--- src/rtl/uart_rx_pkg.sv ---
// uart_rx_pkg: receive-controller state encoding and default timing parameters
//   IDLE, START_CHK, RECEIVE, STOP_CHK, LOAD : frame FSM states
//   CLKS_PER_BIT_DEF, NUM_BITS_DEF           : default bit period and strobes per frame
package uart_rx_pkg;
    typedef enum logic [2:0] {IDLE, START_CHK, RECEIVE, STOP_CHK, LOAD} rx_state_e;
    localparam int CLKS_PER_BIT_DEF = 10;
    localparam int NUM_BITS_DEF = 9;
endpackage

--- src/rtl/uart_rx_ctrl_if.sv ---
// uart_rx_ctrl_if: serial line, shift-register handshake and status of the receive controller
//   serial_in, stop_bit                                      : into the controller
//   serial_sync, shift_strobe, load_buffer, framing_error, busy : out of the controller
interface uart_rx_ctrl_if;
    logic serial_in;
    logic stop_bit;
    logic serial_sync;
    logic shift_strobe;
    logic load_buffer;
    logic framing_error;
    logic busy;
    modport master (
        output serial_in, stop_bit,
        input  serial_sync, shift_strobe, load_buffer, framing_error, busy
    );
    modport slave (
        input  serial_in, stop_bit,
        output serial_sync, shift_strobe, load_buffer, framing_error, busy
    );
endinterface

--- src/rtl/rx_bit_timer.sv ---
// rx_bit_timer: cycle counter since start detection with bit-midpoint strobe and bit index
//   clk, n_rst : clock, synchronous active-low reset
//   clr_i      : zero the counter (held while idle)
//   ld_i       : start a frame; counter reads 1 in the cycle after start detection
//   en_i       : advance the counter
//   strobe_o   : one-cycle pulse at every bit midpoint, start bit included
//   bit_cnt_o  : index of the bit that strobe_o marks (0 = start bit)
module rx_bit_timer
    import uart_rx_pkg::*;
#(
    parameter int CLKS_PER_BIT = CLKS_PER_BIT_DEF,
    parameter int NUM_BITS = NUM_BITS_DEF,
    localparam int TW = $clog2((NUM_BITS + 1) * CLKS_PER_BIT + 1),
    localparam int BW = $clog2(NUM_BITS + 1)
) (
    input  logic          clk,
    input  logic          n_rst,
    input  logic          clr_i,
    input  logic          ld_i,
    input  logic          en_i,
    output logic          strobe_o,
    output logic [BW-1:0] bit_cnt_o
);
    logic [TW-1:0] cnt_q, cnt_d, tgt_q, tgt_d;
    logic [BW-1:0] bit_cnt_q, bit_cnt_d;
    logic          strobe_q, strobe_d, step;
    // tgt_q holds the next midpoint; the strobe is registered, so match one cycle early
    assign step = en_i && cnt_q + TW'(1) == tgt_q;
    assign strobe_o = strobe_q;
    assign bit_cnt_o = bit_cnt_q;
    // bit count loads all-ones so the start-bit midpoint wraps it to 0
    always_comb begin
        cnt_d     = ld_i ? TW'(1) : clr_i ? '0 : en_i ? cnt_q + TW'(1) : cnt_q;
        tgt_d     = ld_i ? TW'(CLKS_PER_BIT / 2) : clr_i ? '0 : step ? tgt_q + TW'(CLKS_PER_BIT) : tgt_q;
        bit_cnt_d = ld_i ? '1 : clr_i ? '0 : step ? bit_cnt_q + BW'(1) : bit_cnt_q;
        strobe_d  = !ld_i && !clr_i && step;
    end
    always_ff @(posedge clk) begin
        if (!n_rst) begin
            cnt_q     <= '0;
            tgt_q     <= '0;
            bit_cnt_q <= '0;
            strobe_q  <= 1'b0;
        end else begin
            cnt_q     <= cnt_d;
            tgt_q     <= tgt_d;
            bit_cnt_q <= bit_cnt_d;
            strobe_q  <= strobe_d;
        end
    end
endmodule

--- src/rtl/uart_rx_ctrl.sv ---
// uart_rx_ctrl: UART receive synchronizer, start detector, bit timer and frame FSM
//   clk, n_rst : clock, synchronous active-low reset
//   bus        : uart_rx_ctrl_if.slave (serial_in, stop_bit in; serial_sync, shift_strobe,
//                load_buffer, framing_error, busy out)
//   START_VALIDATE_EN : when defined, the start bit is re-sampled at its midpoint and a
//                       short low glitch returns to IDLE without strobes
module uart_rx_ctrl
    import uart_rx_pkg::*;
#(
    parameter int CLKS_PER_BIT = CLKS_PER_BIT_DEF,
    parameter int NUM_BITS = NUM_BITS_DEF
) (
    input logic           clk,
    input logic           n_rst,
    uart_rx_ctrl_if.slave bus
);
    localparam int BW = $clog2(NUM_BITS + 1);
    rx_state_e     state_q;
    logic          sync1_q, sync2_q, prev_q, load_q, ferr_q, accept, mid;
    logic [BW-1:0] bit_cnt;
    assign accept = state_q == IDLE && prev_q && !sync2_q;
    assign bus.serial_sync = sync2_q;
    // bit 0 is the start bit; only data/stop midpoints reach the shift register
    assign bus.shift_strobe = mid && bit_cnt != '0;
    assign bus.load_buffer = load_q;
    assign bus.framing_error = ferr_q;
    assign bus.busy = state_q != IDLE || accept;
    rx_bit_timer #(.CLKS_PER_BIT(CLKS_PER_BIT), .NUM_BITS(NUM_BITS)) u_timer (
        .clk       (clk),
        .n_rst     (n_rst),
        .clr_i     (state_q == IDLE && !accept),
        .ld_i      (accept),
        .en_i      (state_q == START_CHK || state_q == RECEIVE),
        .strobe_o  (mid),
        .bit_cnt_o (bit_cnt)
    );
    always_ff @(posedge clk) begin
        if (!n_rst) begin
            {sync1_q, sync2_q, prev_q} <= '1;
            state_q <= IDLE;
            load_q  <= 1'b0;
            ferr_q  <= 1'b0;
        end else begin
            sync1_q <= bus.serial_in;
            sync2_q <= sync1_q;
            prev_q  <= sync2_q;
            load_q  <= 1'b0;
            case (state_q)
                IDLE: if (accept) begin
`ifdef START_VALIDATE_EN
                    state_q <= START_CHK;
`else
                    state_q <= RECEIVE;
                    ferr_q  <= 1'b0;
`endif
                end
                // a glitch keeps the previous error flag; a real start bit clears it
                START_CHK: if (mid) begin
                    state_q <= sync2_q ? IDLE : RECEIVE;
                    ferr_q  <= ferr_q && sync2_q;
                end
                RECEIVE: if (mid && bit_cnt == BW'(NUM_BITS)) state_q <= STOP_CHK;
                STOP_CHK: begin
                    state_q <= bus.stop_bit ? LOAD : IDLE;
                    load_q  <= bus.stop_bit;
                    ferr_q  <= !bus.stop_bit;
                end
                default: state_q <= IDLE;
            endcase
        end
    end
endmodule

--- src/flat_wrapper.sv ---
// flat-port wrapper written by rule: the top's interface ports become plain ports
module uart_rx_ctrl_flat import uart_rx_pkg::*;
#(
    parameter int CLKS_PER_BIT = CLKS_PER_BIT_DEF,
    parameter int NUM_BITS = NUM_BITS_DEF
)
  (clk, n_rst, bus_serial_in, bus_stop_bit, bus_serial_sync, bus_shift_strobe, bus_load_buffer, bus_framing_error, bus_busy);
  uart_rx_ctrl_if bus_i ();
  input logic clk;
  input logic n_rst;
  input wire logic [$bits(bus_i.serial_in)-1:0] bus_serial_in;
  input wire logic [$bits(bus_i.stop_bit)-1:0] bus_stop_bit;
  output wire logic [$bits(bus_i.serial_sync)-1:0] bus_serial_sync;
  output wire logic [$bits(bus_i.shift_strobe)-1:0] bus_shift_strobe;
  output wire logic [$bits(bus_i.load_buffer)-1:0] bus_load_buffer;
  output wire logic [$bits(bus_i.framing_error)-1:0] bus_framing_error;
  output wire logic [$bits(bus_i.busy)-1:0] bus_busy;
  assign bus_i.serial_in = bus_serial_in;
  assign bus_i.stop_bit = bus_stop_bit;
  assign bus_serial_sync = bus_i.serial_sync;
  assign bus_shift_strobe = bus_i.shift_strobe;
  assign bus_load_buffer = bus_i.load_buffer;
  assign bus_framing_error = bus_i.framing_error;
  assign bus_busy = bus_i.busy;
  uart_rx_ctrl #(.CLKS_PER_BIT(CLKS_PER_BIT), .NUM_BITS(NUM_BITS)) u_core (.clk(clk), .n_rst(n_rst), .bus(bus_i));
endmodule
--- config.mk ---
export PLATFORM = sky130hd
export DESIGN_NAME = uart_rx_ctrl_flat
export DESIGN_NICKNAME = d
export VERILOG_FILES = /design/src/rtl/uart_rx_pkg.sv /design/src/rtl/uart_rx_ctrl_if.sv /design/src/rtl/rx_bit_timer.sv /design/src/rtl/uart_rx_ctrl.sv /design/src/flat_wrapper.sv
export SDC_FILE = /design/constraint.sdc
export NUM_CORES = 1
export LEC_CHECK = 0
export CAP_MARGIN = 25
export CORE_ASPECT_RATIO = 1.2
export CORE_MARGIN = 4
export CORE_UTILIZATION = 45
export CTS_BUF_LIST = sky130_fd_sc_hd__clkbuf_4 sky130_fd_sc_hd__clkbuf_8
export DETAILED_ROUTE_END_ITERATION = 10
export DONT_BUFFER_PORTS = 1
export PLACE_DENSITY = 0.64
export SYNTH_ARGS = -nofsm -noshare
export SYNTH_HDL_FRONTEND = slang
export SYNTH_SLANG_ARGS = --single-unit
--- constraint.sdc ---
create_clock -name clk -period 2.7 [get_ports clk]
set_clock_uncertainty 0.15 [all_clocks]
set_input_delay 0.405 -clock clk [delete_from_list [all_inputs] [get_ports clk]]
set_output_delay 0.405 -clock clk [all_outputs]
set_load 0.05 [all_outputs]
Yosys cells after proc, flatten, opt, wreduce, memory -nomap -nowiden

Cells that the tools add are included.

Add/sub/neg operators: 3
Reduce and logical (&&, ||, !) cells: 25
Equal/unequal tests: 8
Bitwise operators: 1
Mux-type cells: 18

Operators with widths:

| operator              | count |
|---|---|
| $mux W3               | 7 |
| $mux W4               | 3 |
| $pmux W3 S4           | 1 |
| $reduce_bool A3 Y1    | 4 |
| $logic_and A1 B1 Y1   | 9 |
| $add A7 B1 Y7 const B | 1 |
| $add A7 B4 Y7 const B | 1 |
| $eq A7 B7 Y1          | 1 |
| $eq A3 B2 Y1 const B  | 2 |
| $reduce_and A3 Y1     | 2 |
| $mux W1               | 5 |
| $add A4 B1 Y4 const B | 1 |
| $eq A4 B4 Y1 const B  | 1 |
| $logic_not A1 Y1      | 4 |
| $ne A2 B2 Y1 const B  | 2 |
| $reduce_bool A4 Y1    | 1 |
| $eq A3 B1 Y1 const B  | 1 |
| $logic_not A3 Y1      | 1 |
| $pmux W1 S3           | 1 |
| $reduce_or A3 Y1      | 1 |
| $logic_or A1 B1 Y1    | 2 |
| $mux W2               | 1 |
| $ne A2 B1 Y1 const B  | 1 |
| $reduce_and A2 Y1     | 1 |
| $not A1 Y1            | 1 |

Output and inout port bits: 5
Register bits after elaboration: 27
Word-level logic and storage cells: 67
Input port bits: 4

Longest topological paths before layout

Gate-level depths: netlist of run 1.

Depth in word-level cells: 8
Mapped depth: 8
Depth with buffers taken out: 6

Hierarchy

A second synthesis of run 1 with hierarchy kept.

Cell total of the unflattened synthesis: 180
Area total of the unflattened synthesis: 1594.0 sq um

By module, submodules not included:

| module       | area an instance (sq um) | cells each | seq. area each (sq um) | instances |
|---|---|---|---|---|
| rx_bit_timer | 1216.2                   | 140        | 380.4                  | 1 |
| uart_rx_ctrl | 377.9                    | 40         | 160.2                  | 1 |

Least setup slack after synthesis of run 1

Ideal clock, no wire load.

Path kind: flip-flop to flip-flop
Start: register u_core.sync2_q, in the netlist u_core.bus.serial_sync
End: register u_core.u_timer.bit_cnt_q[2], in the netlist u_core.u_timer.bit_cnt_o[2]
Cell stages (with the launch flop): 6
Setup slack: -222 ps
Data arrival time: 2687 ps
Data required time: 2464 ps
Cells stage by stage: dfxtp_1 > nand2b_1 > o21ai_0 > nand2_1 > a211o_1 > a211oi_1

Longest elaborated chain between the ends: 6
Elaborated cells between the ends (all ways): 7
Those cells by class: 2 x mux; 5 x reduce/logical

Ends and longest elaborated chain:

| element                  | RTL line           | RTL |
|---|---|---|
| start: declaration       | uart_rx_ctrl.sv:19 | `logic sync1_q, sync2_q, prev_q, load_q, ferr_q, accept, mid;` |
| start signal: assignment | uart_rx_ctrl.sv:45 | `sync2_q <= sync1_q;` |
| $logic_not A1 Y1 *       | uart_rx_ctrl.sv:21 | `assign accept = state_q == IDLE && prev_q && !sync2_q;` |
| $logic_and A1 B1 Y1 *    | uart_rx_ctrl.sv:21 |  |
| $logic_not A1 Y1         | uart_rx_ctrl.sv:31 | `.clr_i (state_q == IDLE && !accept),` |
| $logic_and A1 B1 Y1      | uart_rx_ctrl.sv:31 |  |
| $mux W4 (2 in series)    | rx_bit_timer.sv:35 | `bit_cnt_d = ld_i ? '1 : clr_i ? '0 : step ? bit_cnt_q + BW'(1) : bit_cnt_q;` |
| end signal: assignment   | rx_bit_timer.sv:47 | `bit_cnt_q <= bit_cnt_d;` |
| end: declaration         | rx_bit_timer.sv:25 | `logic [BW-1:0] bit_cnt_q, bit_cnt_d;` |

Every way passes the cells marked *; elsewhere a longest branch is shown, timed or not.
A chain may end at the register's enable or synchronous reset.

Final worst setup path of run 1

Start: register u_core.u_timer.cnt_q[0]
End: register u_core.u_timer.tgt_q[5]

Longest elaborated chain between the ends: 3

Ends and longest elaborated chain:

| element                  | RTL line           | RTL |
|---|---|---|
| start: declaration       | rx_bit_timer.sv:24 | `logic [TW-1:0] cnt_q, cnt_d, tgt_q, tgt_d;` |
| start signal: assignment | rx_bit_timer.sv:45 | `cnt_q <= cnt_d;` |
| $add A7 B1 Y7            | rx_bit_timer.sv:28 | `assign step = en_i && cnt_q + TW'(1) == tgt_q;` |
| $eq A7 B7 Y1             | rx_bit_timer.sv:28 |  |
| $logic_and A1 B1 Y1      | rx_bit_timer.sv:28 |  |
| end signal: assignment   | rx_bit_timer.sv:46 | `tgt_q <= tgt_d;` |
| end: declaration         | rx_bit_timer.sv:24 |  |

Every way passes these cells.

==> reports/metrics.csv, run 1 <==
metric;value;unit
status;complete, no violations;
ir_drop;0.0002406;V
ant_nets;0;
synthCells;175;
setup_tns;0;ns
setup_viol;0;
synthArstFlopShare;0;
hpwl;2229;um
first_global_vias;1136;
dieArea;4291;um^2
final_cells;212;
place.gp.congestion;0.8498;
routed_wl;2972;um
syn_area_per_cell;8.494;um^2
die_h;70.96;um
hp-class;primary input to flop;
p_per_area;415.2;nW/um^2
vias;1216;
yosysSeqAreaShare;0.3636;
cts_tree;yes;
cts_root_buf;clkbuf_4;
wl_per_cell;14.02;um
viasPerCell;5.736;
io-pin-count;9;
worstSetupEndpointType;flop;
overflow;0;
floorplan.initialDensity;0.4779;
p_leak;0.5373;nW
worstMarginPinSlew;0.5619;ns
synth_edf_count;0;
htreeDepth;1;
min_period;2.513;ns
timing_hold_violations_final;0;
antenna_cells;0;
start_kind;flop;
max_clock_freq;398.0;MHz
synth_seq_cells;27;
synthFlopType;dfxtp_1;
crit_required;2.80;ns
final_max_slew_viol_count;0;
crit_fanout;11;
power;653.5;uW
dp_slack;0.2385;ns
slew_headroom;0.6254;
synth_area;1486;um^2
drc;0;
clk_path_buf_depth;2;
timing.final.ws_setup;0.1872;ns
coreArea;3110;um^2
min_from;n_rst;
hold_ws;0.01182;ns
yosysWarnings;0;
drt_iter0_drc;12;
yosysTopAreaCellShare;0.3636;
syn-num-nets;184;
synth_top_cell_by_area;dfxtp_1;
drive_above_1_share;0.09091;
grt_pass1_wl;4933;um
clock_latency;0.32;ns
crit_start;u_core.u_timer.cnt_q[0];
clk_pin_slew;0.14;ns
cts.sinks;27;
portBuffers;0;
path_class;flop to flop;
worstReg2RegStart;u_core.u_timer.cnt_q[0];
fill_cells;315;
rows;22;
multi_input_area;878.3;um^2
area_growth;5.892;%
grtUsageTotal;0.1468;
critical_path_arrival;2.61;ns
maxCapViolations;0;
dp_cells;206;
postCtsSetupBuffers;0;
synthDistinctLibCells;40;
cts_buffers;3;
antenna_found_initial;0;
period_share;0.9307;
die_width;60.47;um
regArea;540.5;um^2
grt_max_degree;15;
final_nets;186;
synthTopCellsByArea;dfxtp_1 (36%), xnor2_1 (7.7%), nor2_1 (4.8%), ha_1 (4.2%), xor2_1 (4.1%);
rsz0062_at_grt;no;
dr.pass1.iters;4;
==> cells in the mapped netlist, drive strengths merged (2+ instances only) <==
master and n:
buf 4, nand3 8, nor4b 2, nor3 2, dfxtp 27, a31oi 5
mux2i 2, o31ai 5, xor2 7, nand2 9, or4 2, o21ai 5
ha 5, nor2b 2, or2 5, nand2b 5, xnor2 14, nor2 19
nand4 5, and2 2, clkbuf 7, a21oi 10, nor4 5, and3 3
inv 4, a21boi 2
==> cell type report <==
cell class | count | area share
Multi-Input combinational cell | 133 | 0.5580
Inverter | 4 | 0.009539
Clock buffer | 4 | 0.01908
Timing Repair Buffer | 8 | 0.04134
Sequential cell | 27 | 0.3434
Tap cell | 36 | 0.02862
==> where the power goes <==
group          internal (mW)  switching, mW  total (mW)
combinational         0.0228         0.0328      0.0556
clock                 0.0678          0.115       0.183
sequential             0.406        0.00898       0.415
==> sequential cells by signal, indices dropped and copies added (netlist names) <==
| name | count |
|---|---|
| u_core.bus.serial_sync | 1 |
| u_core.prev_q | 1 |
| u_core.u_timer.cnt_q | 7 |
| u_core.u_timer.bit_cnt_o | 4 |
| u_core.u_timer.tgt_q | 7 |
| u_core.u_timer.strobe_o | 1 |
| u_core.bus.framing_error | 1 |
| u_core.state_q | 3 |
| u_core.sync1_q | 1 |
| u_core.bus.load_buffer | 1 |
==> placed cells by master, fill, tap and decap left out, drive strengths merged, types with 3 or more instances in the layout <==
cell and instances:
and3 3, a21oi 10, o21ai 5, nand2 9
nor4 5, nand2b 5, clkbuf 4, or2 5
buf 6, nand4 5, xor2 7, nor2 19
dfxtp 27, ha 5, inv 4, a31oi 5
xnor2 14, o31ai 5, nand3 8
==> worst paths after layout <==
check | to | slack [ns] | cells after the start
setup / recovery | u_core.u_timer.tgt_q[5] | 0.19 | 6
setup reg to reg | u_core.u_timer.tgt_q[5] | 0.19 | 6
hold reg to reg | u_core.bus.serial_sync | 0.28 | 1
hold / removal | u_core.bus.serial_sync | 0.01 | 1
==> repair_timing <==
item / in CTS / in global routing
hold buffers: 1 / 1
resized for setup: 0 / 0
hold endpoints to repair: 1 / 1
==> worst max-delay path, cell delays in order (launching register included) <==
cell and delay, ns:
dfxtp_1 0.37, ha_1 0.33, xor2_1 0.19, nor4_4 0.23, nand4_1 0.41, or4_1 0.64
a21oi_1 0.13
==> metrics by stage <==
stage	cell area (um^2)	util
2_1_floorplan	1486	-
3_3_place_gp	1524	0.4899
3_5_place_dp	1524	0.4899
4_1_cts	1564	0.5028
5_1_grt	1574	0.5060
6_report	1574	0.5060
==> routing by layer <==
layer,GRT usage,part of all wire
met1,0.1787,0.45
met2,0.2572,0.51
met3,0.02555,0.027
met5,0,0
met4,0.04337,0.010
==> cell families (layout without fill, tap and decap cells) <==
family,count (synthesis),after routing,share of synthesized area
xor+xnor,21,21,0.1288
buf+inv,15,16,0.04545
fa+ha+maj,5,5,0.04209
mux,2,2,0.01347
compound gates,33,33,0.1414
flops,27,27,0.3636
simple gates,72,72,0.2652
Power figures use the tool's default switching activity.
==> inputs of run 2 (changes only) <==
--- a/config.mk
+++ b/config.mk
@@ -5,7 +5,7 @@
 export SDC_FILE = /design/constraint.sdc
 export NUM_CORES = 1
 export LEC_CHECK = 0
-export CAP_MARGIN = 25
+export CAP_MARGIN = 20
 export CORE_ASPECT_RATIO = 1.2
 export CORE_MARGIN = 4
 export CORE_UTILIZATION = 45
@@ -15,4 +15,5 @@
 export PLACE_DENSITY = 0.64
 export SYNTH_ARGS = -nofsm -noshare
 export SYNTH_HDL_FRONTEND = slang
+export SYNTH_HIERARCHICAL = 1
 export SYNTH_SLANG_ARGS = --single-unit
==> reports/metrics.csv, run 2 <==
metric;value;unit;change
period_share;0.8905;;-0.04015
path_class;flop to flop;;
portBuffers;0;;unchanged
coreArea;3367;um^2;+8.2%
synth_edf_count;0;;unchanged
synthTopCellsByArea;dfxtp_1 (34%), xnor2_1 (3.8%), nor2_1 (3.8%), a31oi_1 (3.1%), nand2b_1 (3.1%);;
rsz0062_at_grt;no;;
final_nets;188;;+1.1%
critical_path_arrival;2.42;ns;-0.19 ns
dr.pass1.iters;4;;unchanged
ant_nets;0;;unchanged
synth_area;1594;um^2;+7.2%
ir_drop;0.0003123;V;+30%
dieArea;4562;um^2;+6.3%
most-common-layout-cells;dfxtp_1 (27), nor2_1 (16), nand2_1 (13);;
slew_headroom;0.5637;;-0.06169
crit_chain;ha_1, nand2b_1, o211ai_1, a31oi_1, nor2_1, o21ai_0, or3_1;;
setup_tns;0;ns;unchanged
rows;23;;+4.5%
io-pin-count;9;;unchanged
clockPowerShare;0.338;;+0.058
overflow;0;;unchanged
hpwl;2358;um;+5.8%
cts_buffers;3;;unchanged
cts_root_buf;clkbuf_8;;
clk_path_buf_depth;2;;unchanged
pwr-share-comb;0.079;;-0.006
grt_pass1_wl;5651;um;+15%
crit_required;2.71;ns;-0.09 ns
cts.sinks;27;;unchanged
cp_top_family;simple AND/OR/NAND/NOR gates;;
drive_above_1_share;0.1222;;+0.03131
hp-class;primary input to flop;;
maxCapViolations;0;;unchanged
routed_wl;3174;um;+6.8%
switching_share;0.2333;;-0.006459
floorplan.initialDensity;0.4734;;-0.004446
drc;0;;unchanged
cts_tree;yes;;
clock_latency;0.27;ns;-0.05 ns
p_leak;0.5871;nW;+9.3%
area_growth;3.610;%;
drt_iter0_drc;80;;+68
grt_max_degree;15;;unchanged
p_int;542.7;uW;+9.2%
synthFlopType;dfxtp_1;;
critPathMaxStageDelay;0.52;ns;-0.12 ns
min_period;2.404;ns;-0.1084 ns
synth_top_cell_by_area;dfxtp_1;;
hold_ws;0.05484;ns;+0.04301 ns
setup_viol;0;;unchanged
synth.most_common_cell;dfxtp_1;;
start_kind;flop;;
timing_hold_violations_final;0;;unchanged
yosysTopAreaCellShare;0.3391;;-0.02455
place.gp.congestion;0.8380;;-1.4%
worstMarginPinSlew;0.6520;ns;+0.09012 ns
final_common_cell;dfxtp_1;;
crit_fanout;10;;-1
status;complete, no violations;;
synthArstFlopShare;0;;unchanged
cp_num_buf_inv;0;;unchanged
die_width;62.33;um;+3.1%
first_global_vias;1224;;+7.7%
cts_resized;0;;unchanged
critPathSlowestCell;nor2_1;;
worstSetupEndpointType;flop;;
clk_pin_slew;0.09;ns;-0.05 ns
die_h;73.20;um;+3.1%
synth_common_cells;dfxtp_1 (27), nor2_1 (16), nand2_1 (13);;
switching_power;165.1;uW;+5.4%
antenna_cells;0;;unchanged
syn-num-nets;187;;+1.6%
postCtsSetupBuffers;0;;unchanged
wl_per_cell;14.63;um;+4.3%
synth_seq_cells;27;;unchanged
vias;1320;;+8.6%
synthDistinctLibCells;53;;+33%
antenna_found_initial;0;;unchanged
max_clock_freq;415.9;MHz;+4.5%
syn_area_per_cell;8.856;um^2;+4.3%
p_per_area;428.6;nW/um^2;+3.2%
final_max_slew_viol_count;0;;unchanged
grtUsageTotal;0.1482;;+0.001448
synthCells;180;;+2.9%
yosysSeqAreaShare;0.3391;;-0.02455
hold_buffers;0;;-1
viasPerCell;6.083;;+6.1%
htreeDepth;1;;unchanged
pwr-share-seq;0.583;;-0.052
yosysWarnings;6;;+6
## run 2: changes by cell type in the layout (fill, tap and decap cells not counted), sizes merged, moves of 4 or more
cell	previous run	this run
o31ai	5	0
nand2	9	14
or3	1	8
or2	5	1
nor4	5	1
a31oi	5	9
o211ai	0	5
xnor2	14	7
## run 2: final cells by class
class	count	area (um^2)
tap	37	46.29
clock buffer	4	48.80
timing repair buffer	7	52.55
multi-input combinational	141	959.7
fill	334	1715
inverter	1	3.754
sequential	27	540.5
## run 2: metrics by stage
stage / instance area [um^2] / std cells / utilization / setup WS, ns / power, mW
3_3_place_gp: 1603 / 213 / 0.4760 / 0.3635 / 0.4757
3_5_place_dp: 1603 / 213 / 0.4760 / 0.3204 / 0.4774
6_report: 1652 / 217 / 0.4905 / 0.2956 / 0.7078
2_1_floorplan: 1594 / 180 / - / 0.3803 / 0.4647
4_1_cts: 1652 / 217 / 0.4905 / 0.3161 / 0.7164
5_1_grt: 1652 / 217 / 0.4905 / 0.04685 / 0.7390
## run 2: power by group through the flow
stage          Combinational [mW]  Clock, mW  Sequential (mW)
5_1_grt                    0.0610      0.264            0.414
4_1_cts                    0.0556      0.248            0.413
6_report                   0.0556      0.239            0.413
2_1_floorplan              0.0436          0            0.421
3_5_place_dp               0.0552          0            0.422
3_3_place_gp               0.0541          0            0.422
## run 2: cell families after synthesis
logic type                 count (synthesis)  share of synthesized area
AOI/OAI and AO/OA                         41                     0.1907
and+or+nand+nor                           81                     0.2959
DFF                                       27                     0.3391
adders and majority gates                  3                    0.02355
xor gates and xnor gates                  12                    0.06593
buffers and inverters                     12                    0.05886
muxes                                      4                    0.02590
## run 2: path summary, 6_finish.rpt
path | cells past startpoint | slack (ns) | from | end
max | 7 | 0.30 | u_core/u_timer/cnt_q[0] | u_core/u_timer/bit_cnt_o[3]
min | 1 | 0.05 | n_rst | u_core/bus.serial_sync
max reg2reg | 7 | 0.30 | u_core/u_timer/cnt_q[0] | u_core/u_timer/bit_cnt_o[3]
min reg2reg | 1 | 0.28 | u_core/sync1_q | u_core/bus.serial_sync
## run 2: metal layers
| layer | part of all wire | GRT usage | vias up |
|---|---|---|---|
| li1 | - | - | 660 |
| met1 | 0.42 | 0.1687 | 624 |
| met2 | 0.52 | 0.2765 | 32 |
| met3 | 0.045 | 0.02311 | 4 |
| met4 | 0.013 | 0.05660 | 0 |
| met5 | 0 | 0 | - |
## run 2: worst register-to-register path: cells and delay by family (launching register included)
| kind | cells | cell delay, ns |
|---|---|---|
| fa+ha+maj | 1 | 0.32 |
| compound gates | 3 | 0.51 |
| flops | 1 | 0.35 |
| simple gates | 3 | 0.98 |
